## config.mk

```make
export PLATFORM = sky130hd
export DESIGN_NAME = encoder_spi_sched
export DESIGN_NICKNAME = d
export VERILOG_FILES = /design/src/rtl/encoder_pkg.sv /design/src/rtl/encoder_sck_gen.sv /design/src/rtl/encoder_spi_sched.sv
export SDC_FILE = /design/constraint.sdc
export NUM_CORES = 1
export LEC_CHECK = 0
export CAP_MARGIN = 20
export CORE_MARGIN = 1.5
export CORE_UTILIZATION = 55
export CTS_CLUSTER_SIZE = 24
export DETAILED_ROUTE_END_ITERATION = 10
export PLACE_DENSITY = 0.89
export SLEW_MARGIN = 20
export SYNTH_ARGS = -nofsm -noshare
export SYNTH_HDL_FRONTEND = slang
export SYNTH_SLANG_ARGS = --single-unit
export TNS_END_PERCENT = 30
```

## constraint.sdc

```tcl
create_clock -name clk -period 3.66 [get_ports clk]
set_input_delay 0.732 -clock clk [delete_from_list [all_inputs] [get_ports clk]]
set_output_delay 0.732 -clock clk [all_outputs]
set_load 0.01 [all_outputs]
```

## src/rtl/encoder_pkg.sv

```systemverilog
// Shared types and frame-layout constants for the absolute-encoder serial link.
package encoder_pkg;

  localparam int ENC_FRAME_BITS = 24;
  localparam int ENC_POS_MSB    = 21;
  localparam int ENC_POS_LSB    = 3;

  typedef logic [ENC_POS_MSB-ENC_POS_LSB:0] position_t;

  typedef enum logic [2:0] {
    ST_IDLE,
    ST_SETUP,
    ST_WAIT_START,
    ST_SHIFT,
    ST_HOLD,
    ST_GAP
  } state_e;

endpackage

```

## src/rtl/encoder_sck_gen.sv

```systemverilog
// Serial clock generator: low half then high half per bit, with a strobe on the
// last clock of each high half where the master samples miso.
module encoder_sck_gen #(
  parameter int CLK_DIV = 8
) (
  input  logic clk,
  input  logic rst,
  input  logic en,
  output logic sck,
  output logic sample_stb
);

  localparam int                CNT_W     = $clog2(CLK_DIV);
  localparam logic [CNT_W-1:0]  HALF_LAST = CNT_W'(CLK_DIV - 1);

  logic [CNT_W-1:0] half_cnt;
  logic             active;

  // NOTE: sequential state uses <= so every flop sees pre-edge values, independent of statement order.
  always_ff @(posedge clk or posedge rst) begin
    if (rst) begin
      half_cnt <= '0;
      sck      <= 1'b1;
      active   <= 1'b0;
    end else if (!en) begin
      half_cnt <= '0;
      sck      <= 1'b1;
      active   <= 1'b0;
    end else begin
      active <= 1'b1;
      // The first enabled clock drops straight into the low half of bit 0.
      if (!active || half_cnt == HALF_LAST) begin
        half_cnt <= '0;
        sck      <= ~sck;
      end else begin
        half_cnt <= half_cnt + 1'b1;
      end
    end
  end

  // Only meaningful after at least one enabled clock; the FSM ignores it elsewhere.
  assign sample_stb = active & sck & (half_cnt == HALF_LAST);

endmodule

```

## src/rtl/encoder_spi_sched.sv

```systemverilog
// Encoder read scheduler: periodic or software-triggered frame reads over the
// encoder serial link, publishing the raw frame, position and status.
module encoder_spi_sched
  import encoder_pkg::*;
#(
  parameter int CLK_DIV       = 8,
  parameter int FRAME_BITS    = ENC_FRAME_BITS,
  parameter int POS_MSB       = ENC_POS_MSB,
  parameter int POS_LSB       = ENC_POS_LSB,
  parameter int START_TIMEOUT = 16,
  parameter int PERIOD        = 5000,
  parameter int GAP           = 32
) (
  input  logic                       clk,
  input  logic                       rst,
  input  logic                       enable,
  input  logic                       start,
  input  logic                       miso,
  output logic                       sck,
  output logic                       cs_n,
  output logic [FRAME_BITS-1:0]      raw_frame,
  output logic [POS_MSB-POS_LSB:0]   position,
  output logic [2:0]                 status,
  output logic                       valid,
  output logic                       timeout_err,
  output logic                       overrun,
  output logic                       busy
);

  localparam int PER_W   = $clog2(PERIOD);
  localparam int SEQ_MAX = (GAP > 2 * CLK_DIV) ? GAP : 2 * CLK_DIV;
  localparam int SEQ_W   = $clog2(SEQ_MAX);
  localparam int TO_W    = $clog2(START_TIMEOUT + 1);

  localparam logic [PER_W-1:0] PER_LAST   = PER_W'(PERIOD - 1);
  localparam logic [SEQ_W-1:0] SETUP_LAST = SEQ_W'(2 * CLK_DIV - 1);
  localparam logic [SEQ_W-1:0] HOLD_LAST  = SEQ_W'(CLK_DIV - 1);
  localparam logic [SEQ_W-1:0] GAP_LAST   = SEQ_W'(GAP - 1);
  localparam logic [TO_W-1:0]  TO_LAST    = TO_W'(START_TIMEOUT - 1);
  localparam logic [4:0]       BIT_LAST   = 5'(FRAME_BITS - 1);

  state_e                  state;
  logic                    miso_meta;
  logic                    miso_s;
  logic [PER_W-1:0]        period_cnt;
  logic [SEQ_W-1:0]        seq_cnt;
  logic [TO_W-1:0]         to_cnt;
  logic [4:0]              bit_cnt;
  logic [FRAME_BITS-2:0]   sr;
  logic [FRAME_BITS-1:0]   frame_next;
  logic                    pending;
  logic                    trigger;
  logic                    sck_run;
  logic                    sample_stb;

  always_ff @(posedge clk or posedge rst) begin
    if (rst) begin
      miso_meta <= 1'b1;
      miso_s    <= 1'b1;
    end else begin
      miso_meta <= miso;
      miso_s    <= miso_meta;
    end
  end

  always_ff @(posedge clk or posedge rst) begin
    if (rst) begin
      period_cnt <= '0;
    end else if (!enable || period_cnt == PER_LAST) begin
      period_cnt <= '0;
    end else begin
      period_cnt <= period_cnt + 1'b1;
    end
  end

  assign trigger    = start | (enable & (period_cnt == PER_LAST));
  assign frame_next = {sr, miso_s};

  // sck keeps running from the last SETUP clock until the final sample of the read.
  // NOTE: every always_comb output gets a default first so no path can infer a latch.
  always_comb begin
    sck_run = 1'b0;
    case (state)
      ST_SETUP:      sck_run = (seq_cnt == SETUP_LAST);
      ST_WAIT_START: sck_run = !(sample_stb && miso_s && to_cnt == TO_LAST);
      ST_SHIFT:      sck_run = !(sample_stb && bit_cnt == BIT_LAST);
      default:       sck_run = 1'b0;
    endcase
  end

  encoder_sck_gen #(
    .CLK_DIV (CLK_DIV)
  ) u_sck_gen (
    .clk        (clk),
    .rst        (rst),
    .en         (sck_run),
    .sck        (sck),
    .sample_stb (sample_stb)
  );

  always_ff @(posedge clk or posedge rst) begin
    if (rst) begin
      state       <= ST_IDLE;
      cs_n        <= 1'b1;
      busy        <= 1'b0;
      pending     <= 1'b0;
      overrun     <= 1'b0;
      valid       <= 1'b0;
      timeout_err <= 1'b0;
      raw_frame   <= '0;
      sr          <= '0;
      seq_cnt     <= '0;
      to_cnt      <= '0;
      bit_cnt     <= '0;
    end else begin
      valid       <= 1'b0;
      timeout_err <= 1'b0;
      overrun     <= trigger & pending;

      // A trigger landing on the cycle IDLE is left merges into the read being started.
      if (state == ST_IDLE && pending) begin
        pending <= 1'b0;
      end else if (trigger) begin
        pending <= 1'b1;
      end

      case (state)
        ST_IDLE: begin
          if (pending) begin
            state   <= ST_SETUP;
            cs_n    <= 1'b0;
            busy    <= 1'b1;
            seq_cnt <= '0;
          end
        end
        ST_SETUP: begin
          if (seq_cnt == SETUP_LAST) begin
            state  <= ST_WAIT_START;
            to_cnt <= '0;
          end else begin
            seq_cnt <= seq_cnt + 1'b1;
          end
        end
        ST_WAIT_START: begin
          if (sample_stb) begin
            if (!miso_s) begin
              state   <= ST_SHIFT;
              bit_cnt <= '0;
            end else if (to_cnt == TO_LAST) begin
              timeout_err <= 1'b1;
              state       <= ST_HOLD;
              seq_cnt     <= '0;
            end else begin
              to_cnt <= to_cnt + 1'b1;
            end
          end
        end
        ST_SHIFT: begin
          if (sample_stb) begin
            sr <= frame_next[FRAME_BITS-2:0];
            if (bit_cnt == BIT_LAST) begin
              raw_frame <= frame_next;
              valid     <= 1'b1;
              state     <= ST_HOLD;
              seq_cnt   <= '0;
            end else begin
              bit_cnt <= bit_cnt + 1'b1;
            end
          end
        end
        ST_HOLD: begin
          if (seq_cnt == HOLD_LAST) begin
            cs_n    <= 1'b1;
            state   <= ST_GAP;
            seq_cnt <= '0;
          end else begin
            seq_cnt <= seq_cnt + 1'b1;
          end
        end
        ST_GAP: begin
          if (seq_cnt == GAP_LAST) begin
            state   <= ST_IDLE;
            busy    <= 1'b0;
            seq_cnt <= '0;
          end else begin
            seq_cnt <= seq_cnt + 1'b1;
          end
        end
        default: state <= ST_IDLE;
      endcase
    end
  end

  assign position = raw_frame[POS_MSB:POS_LSB];
  assign status   = raw_frame[2:0];

endmodule

```

==> After elaboration in Yosys (flattened, before gate mapping) <==
Cells that the tools add are included.
{ "totals": {"output_inout_bits": 52, "elab_cells": 133, "reg_bits": 91, "input_bits": 5} }
{ "classes": {"eq_ne": 27, "n_reduce_logical": 25, "mux": 52, "bitwise_logic": 6, "addsub": 5} }
{ "ops": {"columns": ["cell", "n"], "rows": [
  ["$mux 5", 17],
  ["$mux 3", 11],
  ["$pmux 5 s6", 1],
  ["$ne 2x2->1 const B", 14],
  ["$pmux 5 s2", 2],
  ["$pmux 3 s6", 1],
  ["$mux 1", 16],
  ["$reduce_and 8->1", 2],
  ["$add 5x1->5 const B", 3],
  ["$add 13x1->13 const B", 1],
  ["$eq 13x13->1 const B", 1],
  ["$mux 13", 1],
  ["$eq 5x4->1 const B", 2],
  ["$eq 5x5->1 const B", 2],
  ["$reduce_and 5->1", 2],
  ["$reduce_bool 2->1", 5],
  ["$eq 3x3->1 const B", 3],
  ["$reduce_and 3->1", 3],
  ["$eq 3x2->1 const B", 2],
  ["$reduce_bool 6->1", 1],
  ["$eq 5x3->1 const B", 1],
  ["$and 1x1->1", 4],
  ["$logic_and 1x1->1", 4],
  ["$logic_not 1->1", 4],
  ["10 further kinds", 12]
]} }

==> Longest topological paths before layout <==
Gate-level depths: netlist (run 1).
{ "logic_depth": {"ltp_word": 7, "depth_mapped": 9, "mapped_depth_nobuf": 8} }

==> Modules after synthesis <==
A second synthesis (run 1) with hierarchy kept.
{ "hier_totals": {"hier_cells": 358, "area_unflattened_um2": 4251.6} }
{ "modules_own_cells": {"columns": ["module", "area_per_inst_um2", "cells_per_inst", "instances"], "rows": [
  ["encoder_spi_sched", 4027.6, 342, 1],
  ["encoder_sck_gen", 224.0, 16, 1]
]} }

==> Least setup slack after synthesis (run 1) <==
No wires, ideal clock.
{ "synth_path": {"path_kind": "reg2reg", "start": "register seq_cnt[0]", "end": "register to_cnt[3]", "arrival_ns": 1.898, "path_buffers": 0, "required_ns": 3.583, "slack_ns": 1.685, "period_less_slack_ns": 1.975, "path_stages_with_launch": 9, "path_cell_list": "dfrtp_1 > ha_1 > and3_1 > ha_1 > nor2b_1 > and3_1 > a21oi_1 > o21ai_0 > a21oi_1"} }
{ "synth_between": {"elab_chain_cells": 3} }
{ "synth_rtl": {"columns": ["element", "line", "source"], "rows": [
  ["from (decl)", "encoder_spi_sched.sv:46", "logic [SEQ_W-1:0] seq_cnt;"],
  ["from (signal assigned)", "encoder_spi_sched.sv:141", "seq_cnt <= seq_cnt + 1'b1;"],
  ["from (signal assigned)", "encoder_spi_sched.sv:177", "seq_cnt <= seq_cnt + 1'b1;"],
  ["from (signal assigned)", "encoder_spi_sched.sv:186", "seq_cnt <= seq_cnt + 1'b1;"],
  ["$eq 5x4->1", "encoder_spi_sched.sv:137", "if (seq_cnt == SETUP_LAST) begin"],
  ["$ne 2x2->1 (no line)", null, null],
  ["$reduce_and 5->1 (no line)", null, null],
  ["to (signal assigned)", "encoder_spi_sched.sv:154", "to_cnt <= to_cnt + 1'b1;"],
  ["to (decl)", "encoder_spi_sched.sv:47", "logic [TO_W-1:0] to_cnt;"]
]} }
Every way passes these cells.
A chain may end at the register's enable or synchronous reset.

==> Worst setup path in the final report (run 1) <==
{ "layout_path": {"start": "register u_sck_gen.half_cnt[0]", "end": "register raw_frame[17]"} }
{ "layout_between": {"elab_chain_cells": 3} }
{ "layout_rtl": {"columns": ["element", "line", "source"], "rows": [
  ["from (decl)", "encoder_sck_gen.sv:16", "logic [CNT_W-1:0] half_cnt;"],
  ["from (signal assigned)", "encoder_sck_gen.sv:36", "half_cnt <= half_cnt + 1'b1;"],
  ["$eq 3x3->1", "encoder_sck_gen.sv:42", "assign sample_stb = active & sck & (half_cnt == HALF_LAST);"],
  ["$and 1x1->1", "encoder_sck_gen.sv:42", null],
  ["$reduce_and 3->1 (no line)", null, null],
  ["to (signal assigned)", "encoder_spi_sched.sv:162", "raw_frame <= frame_next;"],
  ["to (decl)", "encoder_spi_sched.sv:21", "output logic [FRAME_BITS-1:0] raw_frame,"]
]} }
Every way passes these cells.

==> metrics.txt, run 1 <==
outcome complete, no violations; setup_tns 0 ns; post-synthesis sequential area ratio a little over half; Crit. Startpoint u_sck_gen.half_cnt[0]$_DFF_PP0_; share of the synthesized area in the top cell type about 50%; period utilization 63.38%; WL per Instance between 10 and 15 um; PnR worst setup slack 1.340 ns; CTS tree done; top cell type by total area after synthesis dfrtp_1; syn_area_per_cell around 12 sq um; Highest Clock Rate between 400 and 500 MHz; hold_sp miso_meta$_DFF_PP1_; unrepaired setup endpoints after global routing false; Arr. time, crit path between 2 and 3 ns; Port Buffers between 50 and 60; die area a little over 8000 sq um; Routed WL roughly 7.3 mm; initial antenna violation count 0; endpoints failing hold 0; worst-path fanout max 25; WHS about 0.36 ns; syn_nets around 370; Clock Latency Late Sink around 0.35 ns; synthesized cell area 4257 sq um; CTS Hold Buffers Added 0; LEAKAGE 2.338 nW; io pins 57; initial core utilization roughly 58%; Die Height 90.97 um; Total Routing Usage GR between 10% and 20%; Flop pwr share 56.3%; post-layout minimum cycle time 2.320 ns; number of CTS-inserted buffers 9; vias in the first global route around 2700; DR iter-0 viols 149; dominant synthesized flop cell dfrtp_1; Switch Pwr just under 0.6 mW; Via density around 5.5; ys async rst share 100.0%; Area growth syn-to-layout 15.11%; drt pass-1 iters 4; clock sink total 91; EDFF count, synth 0; placement row count 31; routability cong. approximately 0.80; Routed Antenna Nets 0; Synthesis Warnings 0; Netlist cell types 49; Final Skew 0.006741 ns; gr ovfl total 0; Synth area leaders dfrtp_1, mux2_2, mux2_4, buf_4, ha_1; CP Class flop to flop; worst endpoint required time ~3.9 ns; largest net degree at the start of global routing 33; worst reg2reg startpoint u_sck_gen.half_cnt[0]$_DFF_PP0_; Post-Syn Instances 359; # resized after CTS 0; Tightest Pin Transition 0.6881 ns; Clock transition at path regs around 0.09 ns; Max-Cap Viols 0; post-DP HPWL between 5 and 6 mm; via count 2732; Core Box Area around 7400 sq um; peak supply drop around 0.0003 V; hold crit path type flop to flop; Comb pwr share between 10% and 20%; setup bufs post-CTS 0; pre-CTS setup slack 1.347 ns; die width ~91 um; most frequent cell after synthesis dfrtp_1; clock buffer depth 2; Setup crit end kind flop; Tot Pwr 2.018 mW; H-tree Lvls 3; synth cell count leaders dfrtp_1, mux2_2, nor2_1; internal power ~1.4 mW; drt drc 0; flops & latches, synth between 90 and 100; Relative slew margins 54.13%; pwr/cell area approximately 410 nW/um^2; Sw Ratio just under 30%; Clock power frac approximately 30%; CP Launch Type flop; Final setup viols 0; Diodes inserted 0; nets between 400 and 500; share of cells above drive strength 1 between 10% and 20%; CTS Root Cell clkbuf_8; first-pass GRT wire length 12.51 mm; fin. max-slew vios 0
[worst paths after layout]
kind,slack (ns),to,depth (start not counted)
min in group asynchronous,0.71,sr[16]$_DFFE_PP0P_,2
max in group asynchronous,2.14,cs_n$_DFFE_PP1P_,3
max reg2reg,1.34,raw_frame[17]$_DFFE_PP0P_,8
max,1.34,raw_frame[17]$_DFFE_PP0P_,8
min reg2reg,0.36,miso_s$_DFF_PP1_,0
min,0.36,miso_s$_DFF_PP1_,0
[power groups by stage]
stage                     Clock, mW  Combinational [mW]  Sequential [mW]
after floorplan                   0               0.228             1.13
after global placement            0               0.266             1.15
after detailed placement          0               0.278             1.16
after CTS                     0.620               0.280             1.14
after global routing          0.652               0.323             1.15
final                         0.606               0.276             1.14
[registers in the layout, summed over array words and instances, names as in the netlist, 3 cells and up]
signal              cells
raw_frame              24
sr                     23
period_cnt             13
bit_cnt                 5
seq_cnt                 5
to_cnt                  5
state                   3
u_sck_gen.half_cnt      3
[per-layer routing]
metal | routed length (um) | up-vias | GRT usage [%] | share of wire (%)
met1 | 3242 | 1357 | 23.91 | 44
met5 | 0 | - | 0 | 0
li1 | - | 1298 | - | -
met2 | 3695 | 69 | 31.97 | 51
met3 | 269 | 8 | 2.931 | 3.7
met4 | 83 | 0 | 7.943 | 1.1
[cell type report]
| cell class | count | area [sq um] |
|---|---|---|
| Inverter | 10 | 38.79 |
| Multi-Input combinational cell | 224 | 1695 |
| Timing Repair Buffer | 59 | 583.1 |
| Sequential cell | 91 | 2282 |
| Clock buffer | 9 | 123.9 |
| Fill cell | 541 | 2470 |
| Clock inverter | 7 | 52.55 |
| Tap cell | 99 | 123.9 |
[critical path, cell delays in order (launching register included)]
cell and delay, ns:
dfrtp_1 0.40, ha_1 0.20, ha_1 0.21, nand3_2 0.16
nor2_8 0.06, nand2_4 0.25, or2_1 0.15, buf_4 0.37
mux2_2 0.39
[logic make-up (layout without fill, tap and decap cells)]
logic type | after synthesis | count (layout) | synth area share [%]
mux | 50 | 50 | 14.81
simple gates | 109 | 109 | 13.64
flops | 91 | 91 | 53.62
compound gates | 44 | 44 | 6.261
buf+inv | 44 | 85 | 6.555
xor+xnor | 12 | 12 | 2.469
fa+ha+maj | 9 | 9 | 2.646
[per-stage QoR]
| stage | std cells | utilization (%) | cell area (sq um) |
|---|---|---|---|
| 2_1_floorplan | 359 | - | 4257 |
| 3_3_place_gp | 483 | 64.09 | 4723 |
| 3_5_place_dp | 483 | 64.09 | 4723 |
| 4_1_cts | 499 | 66.49 | 4900 |
| 5_1_grt | 499 | 66.49 | 4900 |
| 6_report | 499 | 66.49 | 4900 |
[cell usage in the layout, fill, tap and decap left out, types with 2 or more instances in the layout]
cell type / instances
a211oi_1: 2
a21oi_1: 10
a31oi_1: 2
and2_1: 5
and3_1: 10
buf_4: 3
clkbuf_8: 9
clkdlybuf4s50_1: 56
clkinv_2: 3
clkinv_4: 3
dfrtp_1: 87
dfstp_2: 4
ha_1: 9
inv_1: 9
mux2_2: 28
mux2_4: 19
mux2i_1: 3
nand2_1: 21
nand2b_1: 3
nand3_1: 11
nand3b_1: 3
nand4_1: 4
nor2_1: 28
nor2b_1: 7
nor3_1: 6
o21ai_0: 17
o31ai_1: 3
o41ai_1: 2
xnor2_1: 5
xor2_1: 7
Power figures use the tool's default switching activity.
==> run 2: changes to the inputs <==
--- a/config.mk
+++ b/config.mk
@@ -7,10 +7,10 @@
 export LEC_CHECK = 0
 export CAP_MARGIN = 20
 export CORE_MARGIN = 1.5
-export CORE_UTILIZATION = 55
+export CORE_UTILIZATION = 50
 export CTS_CLUSTER_SIZE = 24
 export DETAILED_ROUTE_END_ITERATION = 10
-export PLACE_DENSITY = 0.89
+export PLACE_DENSITY = 0.85
 export SLEW_MARGIN = 20
 export SYNTH_ARGS = -nofsm -noshare
 export SYNTH_HDL_FRONTEND = slang
==> constraint.sdc (replaced) <==
create_clock -name clk -period 1.97 [get_ports clk]
set_input_delay 0.394 -clock clk [delete_from_list [all_inputs] [get_ports clk]]
set_output_delay 0.394 -clock clk [all_outputs]
set_load 0.01 [all_outputs]
==> run 2 against run 1 <==
Compared with the run above:
- total power rose by 110%
- utilization is 3.0 points lower
- sequential power increased by 84%
- worst hold slack worse by 0.0031 ns
- wire length increased by 6.6%
- cell count grew 5.6%
- design area up 6.5%
- non-clock buffer count grew 23
- critical endpoint is now seq_cnt[2]$_DFFE_PP0P_
- largest cell class unchanged
==> metrics.txt, run 2 (synthesis results as in run 1) <==
Final Skew 0.01481 ns (+0.008066 ns); drt pass-1 iters 4 (unchanged); io pins 57 (unchanged); post-layout minimum cycle time 1.921 ns (-0.3991 ns); routability cong. 0.8201 (+2.0%); fin cells 527 (+5.6%); peak supply drop 0.0006409 V (+120%); Switch Pwr 1.210 mW (+110%); Final setup viols 0 (unchanged); Via density 5.311 (-3.0%); CTS Root Cell clkbuf_8; Area growth syn-to-layout 22.63%; clock buffer depth 2 (unchanged); Max-Cap Viols 0 (unchanged); Clock transition at path regs 0.09 ns (about the same); Flop pwr share 50.7% (-5.6 points); nets 432 (+5.6%); Diodes inserted 0 (unchanged); vias in the first global route 2765 (+2.7%); post-DP HPWL 5.137 mm (-1.1%); Routed WL 7.775 mm (+6.6%); Relative slew margins 68.59% (+14 points); DR iter-0 viols 121 (-19%); drt drc 0 (unchanged); initial core utilization 51.80% (-6.0 points); dpl cells 507 (+5.0%); number of CTS-inserted buffers 9 (unchanged); pre-CTS setup slack -0.1894 ns (-1.536 ns); CP Launch Type flop; PnR worst setup slack 0.04936 ns (-1.291 ns); Routed Antenna Nets 0 (unchanged); LEAKAGE 2.453 nW (+4.9%); pwr/cell area 793.2 nW/um^2 (+93%); period utilization 97.49% (+34 points); Setup crit end kind flop; worst endpoint required time 2.26 ns (-1.65 ns); Core Box Area 8217 sq um (+11%); Tot Pwr 4.141 mW (+110%); placement row count 33 (+6.5%); Sw Ratio 29.21% (+0.088 points); initial antenna violation count 0 (unchanged); setup_tns 0 ns (unchanged); CTS Hold Buffers Added 0 (unchanged); Highest Clock Rate 520.7 MHz (+21%); first-pass GRT wire length 12.68 mm (+1.3%); worst-path fanout max 2 (-92%); die width 95.27 um (+4.7%); hold crit path type flop to flop; commonest non-fill, non-tap cell in the layout dfrtp_1; via count 2799 (+2.5%); biggest regs raw_frame x24, sr x23, period_cnt x13; Port Buffers 56 (unchanged); CTS tree done; internal power 2.931 mW (+100%); outcome complete, no violations; die area 9075 sq um (+9.7%); Clock Latency Late Sink 0.36 ns (about the same); endpoints failing hold 0 (unchanged); Die Height 95.27 um (+4.7%); gr ovfl total 0 (unchanged); fin. max-slew vios 0 (unchanged); most flop-heavy register raw_frame; Arr. time, crit path 2.21 ns (-0.36 ns); most frequent cells in the layout dfrtp_1, clkdlybuf4s50_1, mux2_2; Largest register FFs 24 (unchanged); Util after Layout 63.53% (-3.0 points); WL per Instance 14.75 um (+0.97%); H-tree Lvls 3 (unchanged); Tightest Pin Transition 0.4712 ns (-0.2169 ns); share of cells above drive strength 1 27.73% (+8.7 points); Comb pwr share 19.0% (+5.3 points); largest net degree at the start of global routing 92 (+180%); Total Routing Usage GR 18.33% (-0.50 points); CP Class flop to flop; Clock power frac 30.4% (+0.4 points); clock sink total 91 (unchanged)
[run 2: changes by cell type in the layout (fill, tap and decap cells not counted), moves of 3 or more]
cell      delta
clkinv_2     -3
a21oi_1      -3
a21oi_2      +3
buf_4       +20
ha_2         +5
clkinv_4     -3
ha_1         -6
[run 2: final timing paths]
path / start / to / slack [ns] / cells past startpoint
max reg2reg: seq_cnt[1]$_DFFE_PP0P_ / seq_cnt[2]$_DFFE_PP0P_ / 0.05 / 8
max: seq_cnt[1]$_DFFE_PP0P_ / seq_cnt[2]$_DFFE_PP0P_ / 0.05 / 8
min in group asynchronous: rst / valid$_DFF_PP0_ / 0.52 / 3
min reg2reg: miso_meta$_DFF_PP1_ / miso_s$_DFF_PP1_ / 0.36 / 0
max in group asynchronous: rst / miso_meta$_DFF_PP1_ / 1.06 / 3
min: miso_meta$_DFF_PP1_ / miso_s$_DFF_PP1_ / 0.36 / 0
[run 2: area by class of cell]
type | count | area [sq um]
well taps | 105 | 131.4
fillers | 645 | 2997
clock buffers | 9 | 123.9
multi-input cells | 224 | 1792
repair buffers | 82 | 778.2
flip-flops and latches | 91 | 2282
clock inverters | 6 | 71.32
inverters | 10 | 41.29
[run 2: metal layers]
metal	track usage, %	part of all wire (%)	vias up
met2	30.44	51	72
met5	0	0	-
met1	22.36	43	1370
met3	4.545	4.1	14
met4	8.582	2.1	0
li1	-	-	1343
[run 2: worst max-delay path, cell delays in order, from the launching register on]
cell	delay [ns]
dfrtp_1	0.41
ha_2	0.20
and3_4	0.19
ha_1	0.19
and2_1	0.20
a211oi_2	0.33
nor2b_1	0.20
o21ai_1	0.07
o21ai_1	0.06
[run 2: through the flow]
step	instance area [sq um]	hold slack (ns)
after global routing	5220	0.3679
after global placement	4893	0.3470
after floorplan	4260	0.3452
after detailed placement	4893	0.3515
after CTS	5131	0.3643
final	5220	0.3575
[run 2: what timing repair did]
item	CTS	global route
cloned	1	0
endpoints found under the setup margin	6	33
pin swaps	3	3
setup buffers	2	2
resized for setup	7	18
[run 2: power groups by stage]
stage / sequential, mW / clock [mW] / combinational, mW
6_report: 2.10 / 1.26 / 0.785
5_1_grt: 2.11 / 1.38 / 0.868
4_1_cts: 2.08 / 1.30 / 0.726
3_5_place_dp: 2.12 / 0 / 0.634
3_3_place_gp: 2.11 / 0 / 0.604
2_1_floorplan: 2.10 / 0 / 0.424
==> run 3: changes to the inputs <==
--- a/config.mk
+++ b/config.mk
@@ -10,7 +10,8 @@
 export CORE_UTILIZATION = 50
 export CTS_CLUSTER_SIZE = 24
 export DETAILED_ROUTE_END_ITERATION = 10
-export PLACE_DENSITY = 0.85
+export GPL_ROUTABILITY_DRIVEN = 1
+export PLACE_DENSITY = 0.76
 export SLEW_MARGIN = 20
 export SYNTH_ARGS = -nofsm -noshare
 export SYNTH_HDL_FRONTEND = slang
==> run 3 against run 2 <==
Compared with the run above:
- setup slack gained 0.0056 ns
- clock power rose by 7%
- critical path depth unchanged
- sequential power about the same
- non-clock buffer count stayed put
- fmax rose by 0.29%
- utilization is 0.50 points higher
- count of clock-buffer cells in the layout unchanged
- critical path type unchanged
- critical endpoint is now seq_cnt[1]$_DFFE_PP0P_
- largest power group unchanged
==> metrics.txt, run 3 (synthesis results as in run 1) <==
outcome complete, no violations; endpoints failing hold 0 (unchanged); Post-Place Cell Area 4886 sq um (-0.15%); Core Box Area 8217 sq um (unchanged); largest net degree at the start of global routing 92 (unchanged); drt drc 0 (unchanged); Max-Cap Viols 0 (unchanged); DR iter-0 viols 104 (-14%); Total Routing Usage GR 17.98% (-0.35 points); Clock Latency Late Sink 0.35 ns (about the same); reg2reg setup slack 0.05 ns (about the same); fin. max-slew vios 0 (unchanged); period utilization 97.21% (-0.28 points); Tightest Pin Transition 0.4710 ns (-0.0001953 ns); reg2reg end seq_cnt[1]$_DFFE_PP0P_; drt pass-1 iters 4 (unchanged); Crit. Startpoint seq_cnt[0]$_DFFE_PP0P_; hold_sp miso_meta$_DFF_PP1_; worst endpoint required time 2.23 ns (-0.03 ns); cell area after layout 5261 sq um (+0.79%); Port Buffers 56 (unchanged); Diodes inserted 0 (unchanged); peak supply drop 0.0006622 V (+3.3%); Highest Clock Rate 522.2 MHz (+0.29%); PnR worst setup slack 0.05497 ns (+0.005601 ns); worst reg2reg startpoint seq_cnt[0]$_DFFE_PP0P_; clock sink total 91 (unchanged); commonest non-fill, non-tap cell in the layout dfrtp_1; hold crit path type flop to flop; CTS Hold Buffers Added 0 (unchanged); R2R depth 8 (unchanged); gr ovfl total 0 (unchanged); Arr. time, crit path 2.18 ns (-0.03 ns); share of cells above drive strength 1 27.01% (-0.71 points); die width 95.27 um (unchanged); first-pass GRT wire length 12.77 mm (+0.71%); most frequent cells in the layout dfrtp_1, clkdlybuf4s50_1, mux2_2; Largest register FFs 24 (unchanged); Relative slew margins 68.45% (-0.13 points); Clock transition at path regs 0.09 ns (about the same); die area 9075 sq um (unchanged); post-DP HPWL 4.957 mm (-3.5%); met2 usage 29.55% (-0.89 points); WHS 0.3754 ns (+0.01793 ns); most flop-heavy register raw_frame; unrepaired setup endpoints after global routing true; via count 2763 (-1.3%); setup_tns 0 ns (unchanged); CP Launch Type flop; CTS tree done; busiest layer in global routing met2; placement row count 33 (unchanged); Via density 5.243 (-1.3%); clock buffer depth 2 (unchanged); H-tree Lvls 3 (unchanged); Setup crit end kind flop; Routed Antenna Nets 0 (unchanged); post-layout minimum cycle time 1.915 ns (-0.005601 ns); hold path cells 0 (unchanged); Final setup viols 0 (unchanged); initial antenna violation count 0 (unchanged); M3 GR Usage 2.632% (-1.9 points); WL per Instance 14.24 um (-3.5%); worst min-delay path endpoint miso_s$_DFF_PP1_; initial core utilization 51.80% (unchanged); worst-path fanout max 6 (+4); Final Skew 0.01051 ns (-0.004293 ns); pre-CTS setup slack -0.1622 ns (+0.02719 ns); LEAKAGE 2.477 nW (+0.96%); number of CTS-inserted buffers 9 (unchanged); vias in the first global route 2822 (+2.1%); Routed WL 7.503 mm (-3.5%); nets 432 (unchanged); routability cong. 0.8152 (-0.60%); io pins 57 (unchanged); CTS Root Cell clkbuf_8; M1 GR Usage 23.08% (+0.72 points); Area growth syn-to-layout 23.60%; CP Class flop to flop; Die Height 95.27 um (unchanged); pwr/cell area 803.8 nW/um^2 (+1.3%); biggest regs raw_frame x24, sr x23, period_cnt x13
[run 3: cell count changes in the layout (fill, tap and decap cells not counted), sizes merged]
| cell | before | now |
|---|---|---|
| inv | 12 | 10 |
| clkinvlp | 3 | 2 |
| clkinv | 0 | 2 |
| bufinv | 1 | 2 |
[run 3: critical path, cell delays in order (launching register included)]
cell and delay, ns:
dfrtp_1 0.40, ha_2 0.19, and3_4 0.19, ha_4 0.14, nor2b_4 0.12, a22oi_2 0.15, o211ai_1 0.20, buf_4 0.23
o31ai_4 0.21
[run 3: through the flow]
| step | instances | total power, mW | util, % |
|---|---|---|---|
| final | 527 | 4.229 | 64.03 |
| after global routing | 527 | 4.460 | 64.03 |
| after CTS | 525 | 4.174 | 62.88 |
| after detailed placement | 506 | 2.743 | 59.46 |
| after global placement | 506 | 2.721 | 59.46 |
| after floorplan | 359 | 2.525 | - |
[run 3: area by class of cell]
| cell class | count | area [sq um] |
|---|---|---|
| clock inverters | 6 | 90.09 |
| multi-input cells | 224 | 1808 |
| repair buffers | 82 | 784.5 |
| clock buffers | 9 | 123.9 |
| inverters | 10 | 41.29 |
| flip-flops and latches | 91 | 2282 |
| fillers | 657 | 2955 |
| well taps | 105 | 131.4 |
[run 3: layer usage]
layer / vias up / part of all wire, %
met5: - / 0
met4: 0 / 2.4
met3: 15 / 3.3
met2: 60 / 49
met1: 1349 / 46
li1: 1339 / -
[run 3: worst max path at each step]
stage	end	slack [ns]	depth (start not counted)
final	seq_cnt[1]$_DFFE_PP0P_	0.05	8
after global routing	seq_cnt[1]$_DFFE_PP0P_	-0.07	8
after floorplan	to_cnt[3]$_DFFE_PP0P_	-0.005	8
after global placement	seq_cnt[0]$_DFFE_PP0P_	-0.06	8
after CTS	seq_cnt[4]$_DFFE_PP0P_	0.02	9
after detailed placement	seq_cnt[0]$_DFFE_PP0P_	-0.16	8
[run 3: where the power goes]
| group | leakage [nW] | switching (mW) | internal (mW) | total [mW] |
|---|---|---|---|---|
| sequential | 1.23 | 0.124 | 1.98 | 2.10 |
| clock | 0.106 | 0.642 | 0.712 | 1.35 |
| combinational | 1.14 | 0.415 | 0.360 | 0.775 |
[run 3: timing repair]
item	in CTS	in global routing
endpoints found under the setup margin	5	35
buffers inserted	4	2
gates resized for setup	9	16
pin swaps	4	9
